==> src/rtl/xgemac_tx_arbiter.sv <==
// Packet-atomic two-source round-robin arbiter in front of the XGEMAC pkt_tx port.
// Define XGEMAC_TX_ARB_STATS_EN to add per-source packet counters and a drop counter.
module xgemac_tx_arbiter #(
  parameter int DATA_WIDTH = 64,
  parameter int MOD_WIDTH  = 3
) (
  input  logic                  clk,
  input  logic                  rst,
  input  logic [DATA_WIDTH-1:0] s0_data,
  input  logic                  s0_val,
  input  logic                  s0_sop,
  input  logic                  s0_eop,
  input  logic [MOD_WIDTH-1:0]  s0_mod,
  output logic                  s0_rdy,
  input  logic [DATA_WIDTH-1:0] s1_data,
  input  logic                  s1_val,
  input  logic                  s1_sop,
  input  logic                  s1_eop,
  input  logic [MOD_WIDTH-1:0]  s1_mod,
  output logic                  s1_rdy,
  output logic [DATA_WIDTH-1:0] pkt_tx_data,
  output logic                  pkt_tx_val,
  output logic                  pkt_tx_sop,
  output logic                  pkt_tx_eop,
  output logic [MOD_WIDTH-1:0]  pkt_tx_mod,
  input  logic                  pkt_tx_full,
  output logic                  drop_err
`ifdef XGEMAC_TX_ARB_STATS_EN
  ,
  output logic [31:0]           s0_pkt_cnt,
  output logic [31:0]           s1_pkt_cnt,
  output logic [15:0]           drop_cnt
`endif
);

  typedef enum logic {ST_IDLE, ST_PKT} state_t;

  state_t                state_q, state_d;
  logic                  gnt_q, gnt_d;
  logic                  last_q, last_d;
  logic [DATA_WIDTH-1:0] data_q;
  logic [MOD_WIDTH-1:0]  mod_q;
  logic                  val_q, sop_q, eop_q, drop_q;

  logic                  sel, sel_vld, stray;
  logic                  cand0, cand1;
  logic                  beat_val, beat_sop, beat_eop;
  logic [DATA_WIDTH-1:0] beat_data;
  logic [MOD_WIDTH-1:0]  beat_mod;
  logic                  xfer, fwd;

  assign cand0 = s0_val & s0_sop;
  assign cand1 = s1_val & s1_sop;

  // Source selection: candidates (val && sop) beat stray beats; a tie goes to the
  // source that did not finish the previous packet.
  always_comb begin
    sel     = 1'b0;
    sel_vld = 1'b0;
    stray   = 1'b0;
    if (state_q == ST_PKT) begin
      sel     = gnt_q;
      sel_vld = 1'b1;
    end else if (cand0 && cand1) begin
      sel     = ~last_q;
      sel_vld = 1'b1;
    end else if (cand0 || cand1) begin
      sel     = cand1;
      sel_vld = 1'b1;
    end else if (s0_val || s1_val) begin
      sel     = ~s0_val;
      sel_vld = 1'b1;
      stray   = 1'b1;
    end
  end

  assign s0_rdy    = rst & sel_vld & ~sel & ~pkt_tx_full;
  assign s1_rdy    = rst & sel_vld &  sel & ~pkt_tx_full;

  assign beat_val  = sel ? s1_val  : s0_val;
  assign beat_sop  = sel ? s1_sop  : s0_sop;
  assign beat_eop  = sel ? s1_eop  : s0_eop;
  assign beat_data = sel ? s1_data : s0_data;
  assign beat_mod  = sel ? s1_mod  : s0_mod;
  assign xfer      = sel_vld & ~pkt_tx_full & beat_val;
  assign fwd       = xfer & ~stray;

  always_comb begin
    state_d = state_q;
    gnt_d   = gnt_q;
    last_d  = last_q;
    if (fwd) begin
      if (state_q == ST_IDLE) begin
        gnt_d = sel;
        if (beat_eop) last_d  = sel;
        else          state_d = ST_PKT;
      end else if (beat_eop) begin
        state_d = ST_IDLE;
        last_d  = gnt_q;
      end
    end
  end

  always_ff @(posedge clk or negedge rst) begin
    if (!rst) begin
      state_q <= ST_IDLE;
      gnt_q   <= 1'b0;
      last_q  <= 1'b1;
      data_q  <= '0;
      mod_q   <= '0;
      val_q   <= 1'b0;
      sop_q   <= 1'b0;
      eop_q   <= 1'b0;
      drop_q  <= 1'b0;
    end else begin
      state_q <= state_d;
      gnt_q   <= gnt_d;
      last_q  <= last_d;
      val_q   <= fwd;
      sop_q   <= fwd & beat_sop;
      eop_q   <= fwd & beat_eop;
      drop_q  <= xfer & stray;
      // data/mod hold their last value on idle cycles
      if (fwd) begin
        data_q <= beat_data;
        mod_q  <= beat_mod;
      end
    end
  end

  assign pkt_tx_data = data_q;
  assign pkt_tx_val  = val_q;
  assign pkt_tx_sop  = sop_q;
  assign pkt_tx_eop  = eop_q;
  assign pkt_tx_mod  = mod_q;
  assign drop_err    = drop_q;

`ifdef XGEMAC_TX_ARB_STATS_EN
  logic [31:0] s0_cnt_q, s1_cnt_q;
  logic [15:0] drop_cnt_q;

  always_ff @(posedge clk or negedge rst) begin
    if (!rst) begin
      s0_cnt_q   <= '0;
      s1_cnt_q   <= '0;
      drop_cnt_q <= '0;
    end else begin
      if (fwd && beat_eop && !sel) s0_cnt_q <= s0_cnt_q + 32'd1;
      if (fwd && beat_eop &&  sel) s1_cnt_q <= s1_cnt_q + 32'd1;
      if (xfer && stray)           drop_cnt_q <= drop_cnt_q + 16'd1;
    end
  end

  assign s0_pkt_cnt = s0_cnt_q;
  assign s1_pkt_cnt = s1_cnt_q;
  assign drop_cnt   = drop_cnt_q;
`endif

endmodule

==> config.mk <==
export PLATFORM = sky130hd
export DESIGN_NAME = xgemac_tx_arbiter
export DESIGN_NICKNAME = d
export VERILOG_FILES = /design/src/rtl/xgemac_tx_arbiter.sv
export SDC_FILE = /design/constraint.sdc
export NUM_CORES = 1
export LEC_CHECK = 0
export ABC_AREA = 1
export CELL_PAD_IN_SITES_DETAIL_PLACEMENT = 1
export CELL_PAD_IN_SITES_GLOBAL_PLACEMENT = 2
export CORE_MARGIN = 5
export CORE_UTILIZATION = 19
export DETAILED_ROUTE_END_ITERATION = 16
export PLACE_DENSITY_LB_ADDON = 0.1
export REMOVE_ABC_BUFFERS = 1
export SYNTH_ARGS = -nofsm -noshare
export SYNTH_HDL_FRONTEND = slang
export SYNTH_SLANG_ARGS = --single-unit
==> constraint.sdc <==
create_clock -name clk -period 1.7 [get_ports clk]
set_input_delay 0.255 -clock clk [delete_from_list [all_inputs] [get_ports clk]]
set_output_delay 0.255 -clock clk [all_outputs]
set_load 0.01 [all_outputs]
==> flow_metrics.env <==
export IMPL_yosysUniqueCellTypes=21
export IMPL_via_count=4225
export IMPL_timing_reg2reg_setup_slack_ns=-0.03
export IMPL_fin_skew_ns=0.00853
export IMPL_antenna_found_initial=0
export IMPL_ys_ff_latch=74
export IMPL_num_antenna_cells=0
export IMPL_drt_iter0_markers=126
export IMPL_cp_data_arrival_time_ns=1.50
export IMPL_p_clk_share_pct=13.8
export IMPL_status="complete, but fails checks"
export IMPL_switching_power_w=0.00602
export IMPL_required_ns=1.44
export IMPL_cts_sinks=74
export IMPL_ios=216
export IMPL_avgSynthCellArea_sq_um=7.61
export IMPL_wl_per_cell_microns=17.2
export IMPL_post_route_util_pct=41.4
export IMPL_seq_area_sq_um=1850
export IMPL_multiInputGateArea_sq_um=2090
export IMPL_setup_viol=21
export IMPL_period_share_pct=103
export IMPL_cts_root_buf="clkbuf_16"
export IMPL_clk_latency_ns=0.34
export IMPL_grt_pass1_vias=4360
export IMPL_p_leak_nw=3.67
export IMPL_place_gp_congestion=0.763
export IMPL_cpPeakStageDelay_ns=0.52
export IMPL_fin_ws_ns=-0.0511
export IMPL_hpwlAfterDp_microns=10600
export IMPL_finalHoldViolCount=0
export IMPL_drt_first_pass_iters=3
export IMPL_path_class="register to output port"
export IMPL_clockBufferDepth=2
export IMPL_die_w_microns=150
export IMPL_layout_common_cells="211 x clkdlybuf4s50_1, 95 x o21ai_2, 88 x nand2_1, 75 x inv_1, 73 x dfrtp_1"
export IMPL_drive_gt1_share_pct=33.9
export IMPL_final_nets=886
export IMPL_port_buffers=215
export IMPL_pre_cts_ws_ns=-0.376
export IMPL_irDropWorstVdd_uv=520
export IMPL_yosys_warnings=0
export IMPL_cts_tree="yes"
export IMPL_whs_ns=0.484
export IMPL_sequentialPowerShare_pct=22.5
export IMPL_fmax_mhz=571
export IMPL_hp_class="register to register"
export IMPL_report_final_slew_viol_count=0
export IMPL_cts_buffers=9
export IMPL_design_die_area_sq_um=22400
export IMPL_die_y_microns=150
export IMPL_grt_overflow=0
export IMPL_vias_per_cell=4.17
export IMPL_nFillCells=2152
export IMPL_cpMaxStageDelayCell="dfstp_2"
export IMPL_cp_top_family="flip-flops"
export IMPL_ant_nets=0
export IMPL_grt_usage_pct=14.1
export IMPL_start_util_pct=19.2
export IMPL_violations="setup timing"
export IMPL_grt_max_degree=75
export IMPL_p_comb_share_pct=63.7
export IMPL_p_sw_share_pct=40.9
export IMPL_critPathBufInv=3
export IMPL_core_area_sq_um=19300
export IMPL_grt_pass1_wl_microns=24100
export IMPL_start_kind="register"
export IMPL_clk_pin_slew_ns=0.06
export IMPL_power_density_nw_per_um2=1840
export IMPL_rsz0062_at_grt="true"
export IMPL_path_max_fanout=3
export IMPL_cellInternalPower_w=0.00871
export IMPL_final_common_cell="clkdlybuf4s50_1"
export IMPL_dp_cells=963
export IMPL_rows=51
export IMPL_routed_wl_microns=17500
export IMPL_htree_levels=3
export IMPL_fin_cells=1012
export IMPL_syn_inst=488
export IMPL_relSlewSlack_pct=70.8
export IMPL_worstSetupEndpointType="output port"
export IMPL_period_needed_ns=1.75
export IMPL_ys_seq_area_share_pct=49.9
export IMPL_drv_cap=0
export IMPL_cp_common_cell="nor2_2"
export IMPL_drc=0
export IMPL_crit_chain="inv_2, nor2_2, nand2_1, nand2_2, buf_6, nand2_4, nor2_2, buf_2"
export IMPL_worstMarginPinSlew_ns=0.438
export IMPL_area_growth_pct=115
export IMPL_syn_cell_area_sq_um=3710
[sequential cells by signal, indices dropped and copies added (netlist names)]
register and count:
pkt_tx_mod 3, pkt_tx_val 1, pkt_tx_data 64, pkt_tx_sop 1, state_q 1, last_q 1
pkt_tx_eop 1, gnt_q 1, drop_err 1
[power groups by stage]
| stage | sequential, W | combinational, W | clock, W |
|---|---|---|---|
| global placement | 0.00307 | 0.00592 | 0 |
| finish | 0.00332 | 0.00938 | 0.00204 |
| CTS | 0.00313 | 0.00766 | 0.00211 |
| detailed placement | 0.00312 | 0.00597 | 0 |
| global route | 0.00342 | 0.0101 | 0.00218 |
| floorplan | 0.00347 | 0.00211 | 0 |
[timing repair]
item / in CTS / in global routing
endpoints found under the setup margin: 73 / 74
setup buffers: 14 / 1
gates cloned: 11 / 10
hold endpoints to repair: 0 / 1
hold buffers: 0 / 1
resized for setup: 167 / 190
pin swaps: 25 / 28
[final cells by class]
cell class                 count  share of cell area (%)
clock inverter                 5                    1.00
clock buffer                  10                    2.86
multi-input combinational    305                    26.2
tap                          265                    4.14
inverter                      79                    3.74
sequential                    74                    23.2
timing repair buffer         274                    38.9
[Yosys cell counts (all sizes together)]
cell type | instances | area [sq um]
nand4 | 2 | 12.5
nor2 | 7 | 47.5
dfrtp | 73 | 1830
a21oi | 3 | 15.0
clkbuf | 5 | 18.8
o21ai | 135 | 676
inv | 79 | 297
nand3 | 5 | 42.5
buf | 25 | 170
o21bai | 1 | 7.51
dfstp | 1 | 26.3
nand2 | 152 | 576
[layer usage]
metal	track usage (%)	up-vias	wire length, microns
met5	0	-	0
met1	17.6	2041	7550
met2	22.8	130	8400
met3	5.18	12	1320
li1	-	2042	-
met4	3.84	0	178
[final timing paths]
path                                                     to                  startpoint  cells past startpoint
worst max register to register           last_q$_DFFE_PN1P_          last_q$_DFFE_PN1P_                     13
worst min-delay path             pkt_tx_data[4]$_DFFE_PN0P_  pkt_tx_data[4]$_DFFE_PN0P_                      2
max in group asynchronous                last_q$_DFFE_PN1P_                         rst                      3
worst min register to register   pkt_tx_data[4]$_DFFE_PN0P_  pkt_tx_data[4]$_DFFE_PN0P_                      2
min in group asynchronous       pkt_tx_data[43]$_DFFE_PN0P_                         rst                      3
worst max-delay path                                 s0_rdy          last_q$_DFFE_PN1P_                      8
[worst min-delay path: stages (launching register included)]
cell     delay [ns]
dfrtp_1        0.34
nand2_1        0.06
o21ai_2        0.05
[metrics by stage]
stage               area, sq um  power, W  TNS, ns
global placement           6270   0.00899   -18.62
finish                     8000    0.0147   -0.358
floorplan                  3530   0.00558   -39.34
CTS                        7230    0.0129    -1.12
detailed placement         6270   0.00908   -24.20
global route               8000    0.0157    -5.65
[cells by family (layout without fill, tap and decap cells)]
logic type,Yosys count,count (layout),share of synthesized area (%)
DFF,74,74,49.9
buffers and inverters,109,368,13.1
and+or+nand+nor,166,166,18.3
AOI/OAI and AO/OA,139,139,18.8
Note: power is estimated with default switching activity, not from simulation.
